## config.mk

```make
export PLATFORM = sky130hd
export DESIGN_NAME = blk_rr_sched_flat
export DESIGN_NICKNAME = d
export VERILOG_FILES = /design/src/rtl/blk_rr_sched_if.sv /design/src/rtl/blk_rr_sched.sv /design/src/flat_wrapper.sv
export SDC_FILE = /design/constraint.sdc
export NUM_CORES = 1
export LEC_CHECK = 0
export BUFFER_PORTS_ARGS = -buffer_cell sky130_fd_sc_hd__buf_2
export CAP_MARGIN = 30
export CORE_ASPECT_RATIO = 1.25
export CORE_MARGIN = 10
export CORE_UTILIZATION = 49
export CTS_CLUSTER_DIAMETER = 200
export DETAILED_ROUTE_END_ITERATION = 7
export PLACE_DENSITY = 0.79
export SETUP_SLACK_MARGIN = 0.3
export SLEW_MARGIN = 20
export SYNTH_ARGS = -nofsm -noshare
export SYNTH_HDL_FRONTEND = slang
export SYNTH_SLANG_ARGS = --single-unit
```

## constraint.sdc

```tcl
create_clock -name clk -period 4.7 [get_ports clk]
set_clock_uncertainty 0.05 [all_clocks]
set_input_delay 0 -clock clk [delete_from_list [all_inputs] [get_ports clk]]
set_output_delay 0 -clock clk [all_outputs]
set_load 0.1 [all_outputs]
```

## src/rtl/blk_rr_sched_if.sv

```systemverilog
// Channel-FIFO side and output side of the round-robin block scheduler.
// The scheduler takes the master modport; FIFO/sink models take the slave modport.
interface blk_rr_sched_if #(
  parameter int NCH = 17
) ();
  logic [NCH-1:0]    fifo_have;
  logic [16*NCH-1:0] datain;
  logic [NCH-1:0]    ch_mask;
  logic [NCH-1:0]    arb_want;
  logic [15:0]       dataout;
  logic              kchar;
  logic              busy;
  logic              err_fmt;
  logic              err_tmo;

  modport master (
    input  fifo_have, datain, ch_mask,
    output arb_want, dataout, kchar, busy, err_fmt, err_tmo
  );

  modport slave (
    output fifo_have, datain, ch_mask,
    input  arb_want, dataout, kchar, busy, err_fmt, err_tmo
  );
endinterface

```

## src/rtl/blk_rr_sched.sv

```systemverilog
// Round-robin block scheduler: picks the next channel holding a block header,
// streams the whole block to a single output, and inserts KIDLE when starved.
module blk_rr_sched #(
  parameter int          NCH   = 17,
  parameter int          TMO   = 1023,
  parameter logic [15:0] KIDLE = 16'h50BC
) (
  input logic            clk,
  input logic            rst_n,
  blk_rr_sched_if.master bus
);
  localparam int CW = (NCH > 1) ? $clog2(NCH) : 1;

  typedef enum logic {IDLE = 1'b0, XFER = 1'b1} state_t;

  state_t         state, state_nxt;
  logic [CW-1:0]  sel, sel_nxt, last, last_nxt, start;
  logic [8:0]     wcnt, wcnt_nxt;
  logic [9:0]     wdog, wdog_nxt;
  logic [NCH-1:0] want, want_nxt, hdr_ok, bad_ok;
  logic [15:0]    dout, dout_nxt, word;
  logic           kchar_q, kchar_nxt, busy_q, busy_nxt;
  logic           efmt_q, efmt_nxt, etmo_q, etmo_nxt;
  logic           blk_end;
  logic [CW:0]    hdr_pick, bad_pick;
  logic [15:0]    head [NCH];

  function automatic logic [NCH-1:0] onehot(input logic [CW-1:0] idx);
    logic [NCH-1:0] v;
    v      = '0;
    v[idx] = 1'b1;
    return v;
  endfunction

  // Returns {found, index} of the first set bit at or after st, wrapping to 0.
  function automatic logic [CW:0] rr_pick(input logic [NCH-1:0] ok, input logic [CW-1:0] st);
    logic          found;
    logic [CW-1:0] idx;
    found = 1'b0;
    idx   = '0;
    for (int i = 0; i < NCH; i++) begin
      if (!found && ok[i] && (CW'(i) >= st)) begin
        found = 1'b1;
        idx   = CW'(i);
      end
    end
    for (int i = 0; i < NCH; i++) begin
      if (!found && ok[i] && (CW'(i) < st)) begin
        found = 1'b1;
        idx   = CW'(i);
      end
    end
    return {found, idx};
  endfunction

  always_comb begin
    for (int i = 0; i < NCH; i++) begin
      head[i]   = bus.datain[16*i +: 16];
      hdr_ok[i] = bus.fifo_have[i] & bus.ch_mask[i] & head[i][15];
      bad_ok[i] = bus.fifo_have[i] & bus.ch_mask[i] & ~head[i][15];
    end
  end

  assign start    = (last == CW'(NCH - 1)) ? '0 : last + 1'b1;
  assign hdr_pick = rr_pick(hdr_ok, start);
  assign bad_pick = rr_pick(bad_ok, start);

  always_comb begin
    state_nxt = state;
    sel_nxt   = sel;
    last_nxt  = last;
    wcnt_nxt  = wcnt;
    wdog_nxt  = wdog;
    want_nxt  = '0;
    dout_nxt  = KIDLE;
    kchar_nxt = 1'b1;
    efmt_nxt  = 1'b0;
    etmo_nxt  = 1'b0;
    blk_end   = 1'b0;
    word      = head[sel];
    case (state)
      IDLE: begin
        // A non-zero strobe here is a discard in flight; let it land before rescanning.
        if (want == '0) begin
          if (hdr_pick[CW]) begin
            state_nxt = XFER;
            sel_nxt   = hdr_pick[CW-1:0];
            want_nxt  = onehot(hdr_pick[CW-1:0]);
            wcnt_nxt  = '0;
            wdog_nxt  = '0;
          end else if (bad_pick[CW]) begin
            want_nxt = onehot(bad_pick[CW-1:0]);
            efmt_nxt = 1'b1;
          end
        end
      end
      XFER: begin
        want_nxt = want;
        if (bus.fifo_have[sel]) begin
          dout_nxt  = word;
          kchar_nxt = 1'b0;
          wdog_nxt  = '0;
          // wcnt == 0 marks that the header has not been taken yet.
          if (wcnt == 9'd0) begin
            if (word[8:0] < 9'd2) begin
              efmt_nxt = 1'b1;
              blk_end  = 1'b1;
            end else begin
              wcnt_nxt = word[8:0] - 9'd1;
            end
          end else begin
            efmt_nxt = word[15];
            blk_end  = (wcnt == 9'd1);
            wcnt_nxt = wcnt - 9'd1;
          end
        end else if (wdog == 10'(TMO - 1)) begin
          etmo_nxt = 1'b1;
          blk_end  = 1'b1;
        end else begin
          wdog_nxt = wdog + 10'd1;
        end
        if (blk_end) begin
          state_nxt = IDLE;
          want_nxt  = '0;
          last_nxt  = sel;
          wcnt_nxt  = '0;
          wdog_nxt  = '0;
        end
      end
      default: state_nxt = IDLE;
    endcase
    // Busy spans the strobe cycle through the cycle the final word sits on dataout.
    busy_nxt = (state_nxt == XFER) || (state == XFER);
  end

  always_ff @(posedge clk or negedge rst_n) begin
    if (!rst_n) begin
      state   <= IDLE;
      sel     <= '0;
      last    <= CW'(NCH - 1);
      wcnt    <= '0;
      wdog    <= '0;
      want    <= '0;
      dout    <= KIDLE;
      kchar_q <= 1'b1;
      busy_q  <= 1'b0;
      efmt_q  <= 1'b0;
      etmo_q  <= 1'b0;
    end else begin
      state   <= state_nxt;
      sel     <= sel_nxt;
      last    <= last_nxt;
      wcnt    <= wcnt_nxt;
      wdog    <= wdog_nxt;
      want    <= want_nxt;
      dout    <= dout_nxt;
      kchar_q <= kchar_nxt;
      busy_q  <= busy_nxt;
      efmt_q  <= efmt_nxt;
      etmo_q  <= etmo_nxt;
    end
  end

  assign bus.arb_want = want;
  assign bus.dataout  = dout;
  assign bus.kchar    = kchar_q;
  assign bus.busy     = busy_q;
  assign bus.err_fmt  = efmt_q;
  assign bus.err_tmo  = etmo_q;
endmodule

```

## src/flat_wrapper.sv

```systemverilog
// flat-port wrapper written by rule: the top's interface ports become plain ports
module blk_rr_sched_flat 
#(
  parameter int          NCH   = 17,
  parameter int          TMO   = 1023,
  parameter logic [15:0] KIDLE = 16'h50BC
)
  (clk, rst_n, bus_fifo_have, bus_datain, bus_ch_mask, bus_arb_want, bus_dataout, bus_kchar, bus_busy, bus_err_fmt, bus_err_tmo);
  blk_rr_sched_if #(.NCH(NCH)) bus_i ();
  input logic clk;
  input logic rst_n;
  input wire logic [$bits(bus_i.fifo_have)-1:0] bus_fifo_have;
  input wire logic [$bits(bus_i.datain)-1:0] bus_datain;
  input wire logic [$bits(bus_i.ch_mask)-1:0] bus_ch_mask;
  output wire logic [$bits(bus_i.arb_want)-1:0] bus_arb_want;
  output wire logic [$bits(bus_i.dataout)-1:0] bus_dataout;
  output wire logic [$bits(bus_i.kchar)-1:0] bus_kchar;
  output wire logic [$bits(bus_i.busy)-1:0] bus_busy;
  output wire logic [$bits(bus_i.err_fmt)-1:0] bus_err_fmt;
  output wire logic [$bits(bus_i.err_tmo)-1:0] bus_err_tmo;
  assign bus_i.fifo_have = bus_fifo_have;
  assign bus_i.datain = bus_datain;
  assign bus_i.ch_mask = bus_ch_mask;
  assign bus_arb_want = bus_i.arb_want;
  assign bus_dataout = bus_i.dataout;
  assign bus_kchar = bus_i.kchar;
  assign bus_busy = bus_i.busy;
  assign bus_err_fmt = bus_i.err_fmt;
  assign bus_err_tmo = bus_i.err_tmo;
  blk_rr_sched #(.NCH(NCH), .TMO(TMO), .KIDLE(KIDLE)) u_core (.clk(clk), .rst_n(rst_n), .bus(bus_i));
endmodule
```

==> flow_metrics.env, run 1 <==
export IMPL_yosys_warnings=0
export IMPL_stdcell_area_mm2=0.00996
export IMPL_synth_top_family_by_area="multiplexers"
export IMPL_cp_max_fo=10
export IMPL_cts_tree="built"
export IMPL_synth_mux_area_share_pct=26.7
export IMPL_drc=2
export IMPL_dp_cells=1324
export IMPL_synth_area_leaders="mux4_2 (26%), dfrtp_1 (19%), nand2_1 (4.1%)"
export IMPL_max_stage_delay_ps=680
export IMPL_synth_compound_area_share_pct=20.5
export IMPL_area_delta_synth_final_pct=33.0
export IMPL_ir_drop_v=0.000392
export IMPL_grt_max_degree=68
export IMPL_grt_overflow=0
export IMPL_root_buffer="clkbuf_16"
export IMPL_pre_cts_ws_ps=321
export IMPL_worst_ep_required_time_ps=4890
export IMPL_outcome="finished, violations left"
export IMPL_finalNonFillerCells=1362
export IMPL_die_w_um=131
export IMPL_syn_avg_cell_area_um2=9.18
export IMPL_ys_async_sr_fraction_pct=100
export IMPL_synth_simple_gate_area_share_pct=23.5
export IMPL_worstSetupPathType="register to register"
export IMPL_avgViaCountPerCell=6.67
export IMPL_cts_path_max_buffers=2
export IMPL_yosysSeqAreaShare_pct=22.5
export IMPL_synth_largest_area_cell="mux4_2"
export IMPL_hp_class="input port to register"
export IMPL_syn_num_nets=1131
export IMPL_clk_pin_slew_ps=60
export IMPL_synth_ff_type="dfrtp_1"
export IMPL_setup_worst_path_start_class="register"
export IMPL_initial_core_util_pct=49.9
export IMPL_ys_ff_latch=67
export IMPL_clkLatencyLatePin_ps=330
export IMPL_cp_top_family="simple AND/OR/NAND/NOR gates"
export IMPL_routed_wl_um=37300
export IMPL_grt_usage_pct=34.2
export IMPL_period_minus_slack_ps=4120
export IMPL_worstSetupEndpointType="register"
export IMPL_finalSetupViolations=0
export IMPL_num_fill_cells=1256
export IMPL_nets=1482
export IMPL_placed_area_mm2=0.00945
export IMPL_drv_slew=0
export IMPL_rows=50
export IMPL_ios=345
export IMPL_cap_violations=0
export IMPL_multi_input_area_mm2=0.00552
export IMPL_antenna_found_initial=11
export IMPL_place_congestion=1.07
export IMPL_cp_num_buf_inv=0
export IMPL_num_vias=9091
export IMPL_grt_first_pass_wirelength_um=53100
export IMPL_finalHoldViolCount=0
export IMPL_first_iter_violations=1195
export IMPL_setup_ws_ps=579
export IMPL_violations="design-rule violations"
export IMPL_worstMarginPinSlew_ps=832
export IMPL_wl_per_cell_um=27.4
export IMPL_design_die_area_mm2=0.0207
export IMPL_p_leak_nw=4.50
export IMPL_synth_xor_area_share_pct=1.52
export IMPL_grt_pass1_vias=9008
export IMPL_syn_cell_area_mm2=0.00749
export IMPL_yosysUniqueCellTypes=88
export IMPL_chipHeight_um=158
export IMPL_synth_edf_count=0
export IMPL_synth_adder_area_share_pct=1.17
export IMPL_timing_final_crit_share_pct=87.7
export IMPL_regArea_mm2=0.00169
export IMPL_synthCells=816
export IMPL_drive_gt1_share_pct=44.0
export IMPL_dp_hpwl_um=31400
export IMPL_path_cells="ha_2 > or3_1 > a31oi_2 > nand2_1 > a21oi_1 > or3_1 > or4_1 > nor3_1 > or4_1 > or4b_4 > nand2b_1 > o211ai_1"
export IMPL_power_density_mw_per_mm2=662
export IMPL_fin_tns_setup_ps=0
export IMPL_finish_utilization_pct=66.4
export IMPL_fmax_ghz=0.243
export IMPL_arrival_ps=4310
export IMPL_core_area_mm2=0.0150
export IMPL_rsz0062_at_grt="false"
export IMPL_relSlewSlack_pct=44.5
export IMPL_critPathSlowestCell="or4_1"
export IMPL_numPortBuffers=344
export IMPL_htreeDepth=3
export IMPL_cts_buffers=9
export IMPL_firstDrtPassIters=8
export IMPL_ant_nets=0
export IMPL_clock_sinks=67
export IMPL_yosys_area_top_type_share_pct=25.5
-- cells in the final DEF (no fill, tap or decap), drive strengths merged, types with 6 or more instances in the layout --
master,n
a21oi,42
a22oi,20
a31oi,15
and2,7
and3,21
buf,374
clkbuf,9
dfrtp,58
dfstp,9
diode,8
dlygate4sd3,13
ha,7
inv,20
mux4,85
nand2,82
nand2b,20
nand3,41
nand3b,7
nand4,13
nor2,83
nor2b,6
nor3,26
nor4,8
o211ai,16
o21ai,69
o22ai,11
or3,8
xor2,6
-- cells in the mapped netlist, types with 16 or more instances --
| master | n |
|---|---|
| mux4_2 | 85 |
| nand2_1 | 82 |
| nor2_1 | 82 |
| o21ai_0 | 59 |
| dfrtp_1 | 58 |
| a21oi_1 | 40 |
| nand3_1 | 40 |
| nor3_1 | 25 |
| and3_1 | 21 |
| a22oi_1 | 20 |
| nand2b_1 | 20 |
| buf_2 | 18 |
| clkbuf_1 | 18 |
| inv_1 | 17 |
| o211ai_1 | 16 |
-- path summary, 6_finish.rpt --
| kind | startpoint | to | slack (ps) | depth (start not counted) |
|---|---|---|---|---|
| max | u_core.last[0] | u_core.bus.arb_want[2] | 580 | 12 |
| min | bus_datain[256] | u_core.bus.dataout[0] | 40 | 3 |
| max reg2reg | u_core.last[0] | u_core.bus.arb_want[2] | 580 | 12 |
| min reg2reg | u_core.bus.arb_want[4] | u_core.bus.arb_want[4] | 460 | 2 |
| max in group asynchronous | rst_n | u_core.sel[0] | 3620 | 3 |
| min in group asynchronous | rst_n | u_core.bus.arb_want[7] | 330 | 3 |
-- worst reg2reg max path: stages (launching register included) --
cell and delay, ps:
dfrtp_2 470, ha_2 290, or3_1 430, a31oi_2 300, nand2_1 210, a21oi_1 310, or3_1 210, or4_1 150
nor3_1 50, or4_1 680, or4b_4 570, nand2b_1 180, o211ai_1 120
-- cell type report --
class | count | area share [%]
Clock inverter | 7 | 0.992
Inverter | 17 | 0.640
Timing Repair Buffer | 387 | 21.2
Clock buffer | 9 | 2.26
Multi-Input combinational cell | 685 | 55.4
Tap cell | 182 | 2.29
Antenna cell | 8 | 0.201
Sequential cell | 67 | 17.0
-- registers in the layout, summed over array words and instances, names as in the netlist --
| name | count |
|---|---|
| u_core.bus.arb_want | 17 |
| u_core.bus.busy | 1 |
| u_core.bus.dataout | 16 |
| u_core.bus.err_fmt | 1 |
| u_core.bus.err_tmo | 1 |
| u_core.bus.kchar | 1 |
| u_core.last | 5 |
| u_core.sel | 5 |
| u_core.state | 1 |
| u_core.wcnt | 9 |
| u_core.wdog | 10 |
-- through the flow --
step | power, mW | hold slack [ps]
after floorplan | 4.46 | -346
after global placement | 5.67 | 171
after detailed placement | 5.69 | 176
after CTS | 6.46 | 25.5
after global routing | 6.93 | 49.0
final | 6.59 | 41.3
-- power by group --
group	leakage, nW	internal, mW	switching [mW]
Clock	0.157	0.469	0.272
Combinational	3.49	1.89	2.95
Sequential	0.855	0.766	0.248
-- per-layer routing --
| metal | routed length [µm] | up-vias | global-route usage [%] |
|---|---|---|---|
| met5 | 75 | - | 0 |
| met4 | 1450 | 10 | 14.1 |
| met3 | 5390 | 115 | 13.2 |
| met2 | 17400 | 744 | 53.1 |
| met1 | 13000 | 4286 | 41.5 |
| li1 | - | 3936 | - |
-- kinds of logic after synthesis --
group                    count (synthesis)
buffers and inverters                   64
multiplexers                            93
flip-flops                              67
adder cells (fa/ha/maj)                  7
AND/OR/NAND/NOR                        344
XOR/XNOR                                10
AO/OA/AOI/OAI                          231
-- timing repair --
action,in CTS,in global routing
gates resized for setup,1,4
endpoints found under the hold margin,70,0
setup endpoints to repair,2,20
buffers inserted,0,1
hold buffers,13,0
Power figures use the tool's default switching activity.
==> run 2, diff against run 1 <==
--- a/config.mk
+++ b/config.mk
@@ -5,14 +5,13 @@
 export SDC_FILE = /design/constraint.sdc
 export NUM_CORES = 1
 export LEC_CHECK = 0
-export BUFFER_PORTS_ARGS = -buffer_cell sky130_fd_sc_hd__buf_2
 export CAP_MARGIN = 30
-export CORE_ASPECT_RATIO = 1.25
-export CORE_MARGIN = 10
-export CORE_UTILIZATION = 49
-export CTS_CLUSTER_DIAMETER = 200
+export CORE_AREA = 10 10 127 129
+export CTS_CLUSTER_DIAMETER = 120
 export DETAILED_ROUTE_END_ITERATION = 7
-export PLACE_DENSITY = 0.79
+export DIE_AREA = 0 0 137 139
+export DONT_BUFFER_PORTS = 1
+export PLACE_DENSITY = 0.67
 export SETUP_SLACK_MARGIN = 0.3
 export SLEW_MARGIN = 20
 export SYNTH_ARGS = -nofsm -noshare
==> flow_metrics.env, run 2 (synthesis results as in run 1) <==
export IMPL_arrival_ps=4450
export IMPL_drive_gt1_share_pct=20.5
export IMPL_cts_buffers=9
export IMPL_place_congestion=1.03
export IMPL_r2r_slack_ps=430
export IMPL_rows=43
export IMPL_cpMostUsedCell="mux4_2"
export IMPL_setup_worst_path_start_class="register"
export IMPL_finalNonFillerCells=1038
export IMPL_ant_nets=0
export IMPL_reg2reg_to="u_core.last[0]"
export IMPL_drv_slew=0
export IMPL_htreeDepth=3
export IMPL_p_leak_nw=3.12
export IMPL_timing_final_crit_share_pct=90.9
export IMPL_worstSetupEndpoint="u_core.last[0]"
export IMPL_dp_cells=978
export IMPL_ff2ff_path_depth=10
export IMPL_ir_drop_v=0.000560
export IMPL_p_int_mw=2.92
export IMPL_layout_commonest_cell="mux4_2"
export IMPL_clkPwrFrac_pct=10.8
export IMPL_grt_pass1_vias=7820
export IMPL_worstSetupPathType="register to register"
export IMPL_root_buffer="clkbuf_16"
export IMPL_rsz0062_at_grt="false"
export IMPL_finish_utilization_pct=60.7
export IMPL_cts_tree="built"
export IMPL_drc=0
export IMPL_grt_overflow=0
export IMPL_nets=1143
export IMPL_grt_usage_pct=37.8
export IMPL_relSlewSlack_pct=30.3
export IMPL_avgViaCountPerCell=7.66
export IMPL_setup_ws_ps=426
export IMPL_design_die_area_mm2=0.0190
export IMPL_path_cells="buf_4 > mux4_2 > mux4_2 > a22oi_1 > nand4_1 > nand2_1 > inv_1 > mux2i_1 > and2_1 > mux2_2"
export IMPL_critPathSlowestCell="dfrtp_4"
export IMPL_fin_tns_setup_ps=0
export IMPL_pre_cts_ws_ps=382
export IMPL_p_sw_mw=3.53
export IMPL_setup_worst_path_start="u_core.sel[1]"
export IMPL_largest_reg_flops=17
export IMPL_max_stage_delay_ps=790
export IMPL_ios=345
export IMPL_worstMarginPinSlew_ps=1050
export IMPL_antenna_found_initial=23
export IMPL_routed_wl_um=37400
export IMPL_dp_hpwl_um=31200
export IMPL_grt_first_pass_wirelength_um=53000
export IMPL_clk_pin_slew_ps=60
export IMPL_swShare_pct=54.7
export IMPL_regArea_mm2=0.00170
export IMPL_num_vias=7948
export IMPL_numPortBuffers=0
export IMPL_power_density_mw_per_mm2=777
export IMPL_worstSetupEndpointType="register"
export IMPL_firstDrtPassIters=5
export IMPL_finalHoldViolCount=0
export IMPL_core_area_mm2=0.0137
export IMPL_area_delta_synth_final_pct=10.7
export IMPL_period_minus_slack_ps=4270
export IMPL_cts_path_max_buffers=2
export IMPL_power_share_combinational_pct=64.7
export IMPL_num_fill_cells=1208
export IMPL_cp_max_fo=44
export IMPL_outcome="finished, final reports clean"
export IMPL_pwr_share_seq_pct=24.5
export IMPL_fmax_ghz=0.234
export IMPL_worstReg2RegStart="u_core.sel[1]"
export IMPL_clock_sinks=67
export IMPL_hp_class="input port to register"
export IMPL_wl_per_cell_um=36.0
export IMPL_cap_violations=0
export IMPL_layout_common_cells="mux4_2 (85), nand2_1 (82), nor2_1 (81)"
export IMPL_grt_max_degree=68
export IMPL_die_w_um=137
export IMPL_clkLatencyLatePin_ps=350
export IMPL_initial_core_util_pct=54.8
export IMPL_finalSetupViolations=0
export IMPL_chipHeight_um=139
export IMPL_first_iter_violations=1022
export IMPL_worst_ep_required_time_ps=4880
export IMPL_multi_input_area_mm2=0.00552
## run 2: changes by cell type in the layout (fill, tap and decap cells not counted), moves of 2 or more
cell	previous run	this run
diode_2	8	25
inv_6	3	1
buf_2	344	0
buf_12	3	1
o21ai_1	8	10
dlygate4sd3_1	13	18
## run 2: metal layers
layer  global-route usage [%]  vias up  share of wire, %
met5                        0        -             0.019
met4                     26.5        2               7.6
li1                         -     3274                 -
met3                     11.7      128                11
met1                     42.0     3888                33
met2                     60.0      656                49
## run 2: cell type report
cell class,count,share of cell area (%)
Multi-Input combinational cell,685,66.5
Inverter,17,0.769
Antenna cell,25,0.754
Clock inverter,6,0.784
Timing Repair Buffer,48,5.28
Clock buffer,10,2.76
Tap cell,180,2.71
Sequential cell,67,20.4
## run 2: worst min path at each step
stage,slack (ps),end,depth (start not counted),from
final,70,u_core.bus.arb_want[16],4,bus_datain[271]
after global placement,-340,u_core.bus.arb_want[7],0,rst_n
after floorplan,-350,u_core.bus.arb_want[0],0,rst_n
after global routing,140,u_core.bus.arb_want[16],4,bus_datain[271]
after detailed placement,-340,u_core.bus.arb_want[14],0,rst_n
after CTS,50,u_core.bus.arb_want[16],4,bus_datain[271]
## run 2: what timing repair did
action | CTS | global route
gates resized for setup | 0 | 6
hold buffers | 19 | 0
setup endpoints to repair | 0 | 27
endpoints found under the hold margin | 84 | 0
buffers inserted | 0 | 0
## run 2: critical path, delay by kind of cell (launching register included)
| kind | cells | cell delay [ps] |
|---|---|---|
| multiplexers | 4 | 1380 |
| buffers and inverters | 2 | 540 |
| flip-flops | 1 | 790 |
| AND/OR/NAND/NOR | 3 | 970 |
| AO/OA/AOI/OAI | 1 | 380 |
## run 2: through the flow
stage,hold WS [ps],area [µm²],total power [mW]
global placement,-343,7710,5.49
floorplan,-346,7490,4.46
detailed placement,-343,7710,5.58
finish,66.1,8300,6.45
global route,139,8290,6.75
CTS,52.2,8220,6.32
## run 2: power by group through the flow
stage                     clock network, mW  logic, mW  registers (mW)
final                                 0.696       4.17            1.58
after CTS                             0.691       4.06            1.57
after global placement                    0       3.93            1.56
after floorplan                           0       3.10            1.36
after detailed placement                  0       4.00            1.58
after global routing                  0.722       4.42            1.61
